**config.mk**
```make
export PLATFORM = sky130hd
export DESIGN_NAME = mul4_shift_add
export DESIGN_NICKNAME = d
export VERILOG_FILES = /design/src/rtl/mul4_pkg.sv /design/src/rtl/Sum_instancia4b.sv /design/src/rtl/mul4_shift_add.sv
export SDC_FILE = /design/constraint.sdc
export NUM_CORES = 1
export LEC_CHECK = 0
export BUFFER_PORTS_ARGS = -buffer_cell sky130_fd_sc_hd__buf_2
export CORE_AREA = 3 3 59 61
export CTS_BUF_LIST = sky130_fd_sc_hd__clkbuf_8
export CTS_CLUSTER_SIZE = 20
export DETAILED_ROUTE_END_ITERATION = 8
export DIE_AREA = 0 0 62 64
export GPL_TIMING_DRIVEN = 1
export SLEW_MARGIN = 20
export SYNTH_ARGS = -nofsm -noshare
export SYNTH_HDL_FRONTEND = slang
export SYNTH_HIERARCHICAL = 1
export SYNTH_SLANG_ARGS = --single-unit
export TNS_END_PERCENT = 1
```
**constraint.sdc**
```tcl
create_clock -name clk -period 5.5 [get_ports clk]
set_input_delay 0.275 -clock clk [delete_from_list [all_inputs] [get_ports clk]]
set_output_delay 0.275 -clock clk [all_outputs]
set_load 0.1 [all_outputs]
```
**src/rtl/mul4_pkg.sv**
```systemverilog
// Shared constants and state encoding for the 4x4 shift-and-add multiplier.
package mul4_pkg;

  localparam int unsigned WIDTH = 4;
  localparam int unsigned ITER  = 4;
  localparam int unsigned PW    = 8;
  localparam int unsigned CW    = 2;

  typedef enum logic [1:0] {
    IDLE = 2'b00,
    CALC = 2'b01,
    DONE = 2'b10
  } state_t;

endpackage

```
**src/rtl/Sum_instancia4b.sv**
```systemverilog
// 4-bit ripple-carry adder used as the per-iteration adder of the multiplier.
module Sum_instancia4b (
  input  logic [3:0] A,
  input  logic [3:0] B,
  input  logic       Cn,
  output logic [3:0] S,
  output logic       Co
);

  logic carry;

  // Bit-serial full-adder chain, LSB first.
  always_comb begin
    carry = Cn;
    S     = 4'h0;
    for (int i = 0; i < 4; i++) begin
      S[i]  = A[i] ^ B[i] ^ carry;
      carry = (A[i] & B[i]) | (carry & (A[i] ^ B[i]));
    end
    Co = carry;
  end

endmodule

```
**src/rtl/mul4_shift_add.sv**
```systemverilog
// Sequential 4x4 unsigned multiplier: one add/shift per clock around the
// ripple-carry adder, with a start/busy/done handshake.
module mul4_shift_add
  import mul4_pkg::*;
(
  input  logic             clk,
  input  logic             rst_n,
  input  logic             start,
  input  logic [WIDTH-1:0] a,
  input  logic [WIDTH-1:0] b,
  output logic             busy,
  output logic             done,
  output logic [PW-1:0]    p
);

  state_t           state;
  logic [WIDTH-1:0] m;
  logic [WIDTH-1:0] q;
  logic [WIDTH-1:0] acc_hi;
  logic [CW-1:0]    cnt;

  logic [WIDTH-1:0] add_b_c;
  logic [WIDTH-1:0] sum_c;
  logic             co_c;

  assign add_b_c = q[0] ? m : '0;

  Sum_instancia4b u_add (
    .A  (acc_hi),
    .B  (add_b_c),
    .Cn (1'b0),
    .S  (sum_c),
    .Co (co_c)
  );

  // Control FSM and datapath; carry-out shifts into acc_hi[3] so nothing is lost.
  always_ff @(posedge clk) begin
    if (!rst_n) begin
      state  <= IDLE;
      busy   <= 1'b0;
      done   <= 1'b0;
      p      <= '0;
      m      <= '0;
      q      <= '0;
      acc_hi <= '0;
      cnt    <= '0;
    end else begin
      case (state)
        IDLE: begin
          done <= 1'b0;
          busy <= 1'b0;
          if (start) begin
            m      <= a;
            q      <= b;
            acc_hi <= '0;
            cnt    <= '0;
            state  <= CALC;
            busy   <= 1'b1;
          end
        end
        CALC: begin
          acc_hi <= {co_c, sum_c[WIDTH-1:1]};
          q      <= {sum_c[0], q[WIDTH-1:1]};
          cnt    <= cnt + CW'(1);
          if (cnt == CW'(ITER - 1)) begin
            p     <= {co_c, sum_c, q[WIDTH-1:1]};
            done  <= 1'b1;
            state <= DONE;
          end
        end
        DONE: begin
          done  <= 1'b0;
          busy  <= 1'b0;
          state <= IDLE;
        end
        default: begin
          done  <= 1'b0;
          busy  <= 1'b0;
          state <= IDLE;
        end
      endcase
    end
  end

endmodule

```
==> out/metrics.csv <==
metric;value;unit
outcome;completed;
crit_path_start;q[0]$_SDFFE_PN0P_;
setup_ws;3.16;ns
grt_setup_unrepaired;no;
power.density;254;mW/mm^2
cap_violations;0;
crit_type;flip-flop to flip-flop;
wire_per_inst;10.9;um
first_global_vias;803;
start_util;38.8;%
synthesis.nets;147;
rr_endpoint;acc_hi[2]$_SDFFE_PN0P_;
nets;165;
ys_seq_area_share;44.3;%
viasPerCell;4.65;
cts_setup_buffers;0;
switching_share;23.6;%
synth_cells;131;
p_total;0.335;mW
ant_nets;0;
rows;20;
core;0.00303;sq mm
ir_worst_vdd;0.149;mV
ios;21;
cts_made_buffers;3;
synth_async_sr_flop_share;0;%
cts_hold_buf;0;
crit_path_max_fanout;5;
vias;889;
cts.path.max_buffers;2;
synth_seq_cells;26;
gp_congestion;0.797;
cts_num_sinks;26;
reg2regPathDepth;11;
skew;0.00564;ns
routed_wl;2080;um
period_share;42.6;%
hold_class;input pin to flip-flop;
dp_slack;3.15;ns
max_freq;0.427;GHz
dr.pass1.iters;4;
synth_edf_count;0;
tns;0;ns
arrival;2.53;ns
start_kind;flip-flop;
end_kind;flip-flop;
n_antenna_cell;0;
syn_area;0.00117;sq mm
cts-htree-levels;1;
grt_overflow;0;
crit_required;5.69;ns
clock_power_share;30.0;%
drt_iter0_markers;22;
worst_pin_slew;0.644;ns
antenna_found_initial;0;
synth_cell_types;23;
cts_root_buf;clkbuf_8;
dieArea;0.00397;sq mm
synth_flop_cell;dfxtp_1;
yosys_warnings;6;
gr-usage-all-layers;11.8;%
io_buffers;20;
clock_latency;0.26;ns
die_h;64;um
syn_area_per_cell;8.97;sq um
intPower;0.256;mW
grt_max_degree;39;
reg2reg_slack;3.16;ns
crit_path_end;acc_hi[2]$_SDFFE_PN0P_;
fp.dieW;62;um
cts_resized;0;
fin_crit;2.34;ns
setup_violations;0;
pwr-share-seq;60.1;%
p_sw;0.0791;mW
cts_tree;done;
total_leakage_power;0.554;nW
hold_viol;0;
route.detailed.drc;0;
path_clk_slew;0.08;ns
grt_pass1_wl;3490;um
layout-drive-gt1-share;18.4;%
dp_hpwl;1580;um
areaGrowthSynthToFinish;12.2;%
reg2reg_from;q[0]$_SDFFE_PN0P_;
slew_violations;0;
combPwrFrac;9.9;%
slew_headroom;57.1;%
==> worst min-delay path by stage <==
| stage | from | endpoint | cells after the start |
|---|---|---|---|
| 2_1_floorplan | a[0] | m[0]$_SDFFE_PN0P_ | 2 |
| 3_3_place_gp | p[3]$_SDFFE_PN0P_ | p[3]$_SDFFE_PN0P_ | 2 |
| 3_5_place_dp | p[3]$_SDFFE_PN0P_ | p[3]$_SDFFE_PN0P_ | 2 |
| 4_1_cts | a[2] | m[2]$_SDFFE_PN0P_ | 3 |
| 5_1_grt | a[2] | m[2]$_SDFFE_PN0P_ | 3 |
| 6_report | a[2] | m[2]$_SDFFE_PN0P_ | 3 |
==> cells in the final DEF (no fill, tap or decap), types with 2 or more instances in the layout <==
cell type,synthesis,routed
buf_2,3,20
nor2_1,4,4
nand3_1,12,12
nand2_1,21,21
dfxtp_1,26,26
mux2i_1,4,4
clkbuf_8,0,3
o21ai_0,12,12
inv_1,10,10
fa_1,4,4
o22ai_1,6,6
o211ai_1,4,4
nand2b_1,4,4
a21oi_1,2,2
and2_1,4,4
o21ai_1,5,5
==> cell type report <==
class                   count  area (sq um)
well taps                  44          55.1
multi-input cells          88           564
flip-flops and latches     26           520
repair buffers             20           100
clock buffers               3          41.3
fillers                   325          1710
inverters                  10          37.5
==> worst max-delay path, cell delays in order, from the launching register on <==
cell,delay (ns)
dfxtp_1,0.34
and2_1,0.16
fa_1,0.39
inv_1,0.08
fa_1,0.15
inv_1,0.05
fa_1,0.35
inv_1,0.07
fa_1,0.40
inv_1,0.06
nand2_1,0.05
o22ai_1,0.17
==> sequential cells by signal (all words and copies together) (netlist names) <==
name,cells
acc_hi,4
busy,1
cnt,2
done,1
m,4
p,8
q,4
state,2
==> layer usage <==
layer	vias up	share of wire [%]	track usage (%)
met4	0	0.86	3.18
li1	472	-	-
met5	-	0	0
met2	17	43	17.6
met3	2	4.5	4.85
met1	398	52	15.3
==> cells in the mapped netlist, types with 2 or more instances <==
cell type	count	area share [%]
inv_1	10	3.2
dfxtp_1	26	44
o21ai_0	12	5.1
and2_1	4	2.1
nand2_1	21	6.7
buf_2	3	1.3
nor2_1	4	1.3
fa_1	4	6.8
nand2b_1	4	2.1
buf_4	2	1.3
o22ai_1	6	3.2
o21ai_1	5	2.1
buf_6	2	1.9
o211ai_1	4	2.6
a21oi_1	2	0.85
mux2i_1	4	3.4
nand3_1	12	5.1
==> power groups by stage <==
stage / Clock [mW] / Combinational [mW] / Sequential [mW]
after floorplan: 0 / 0.0249 / 0.207
after global placement: 0 / 0.0329 / 0.206
after detailed placement: 0 / 0.0336 / 0.206
after CTS: 0.107 / 0.0337 / 0.202
after global routing: 0.115 / 0.0378 / 0.203
final: 0.101 / 0.0333 / 0.202
==> cells by family (layout without fill, tap and decap cells) <==
kind of cell	after synthesis	after routing	share of synthesized area, %
simple gates	49	49	22.6
compound gates	29	29	13.8
flops	26	26	44.3
buf+inv	17	33	7.67
fa+ha+maj	5	5	7.88
mux	4	4	3.41
other cells	1	1	0.319
==> stage by stage <==
stage	cells	hold WS [ns]	util, %	cell area [sq um]
floorplan	131	0.405	-	1170
global placement	188	0.443	42.2	1280
detailed placement	188	0.450	42.2	1280
CTS	191	0.231	43.6	1320
global route	191	0.244	43.6	1320
finish	191	0.235	43.6	1320
(Power assumes the default switching activity.)
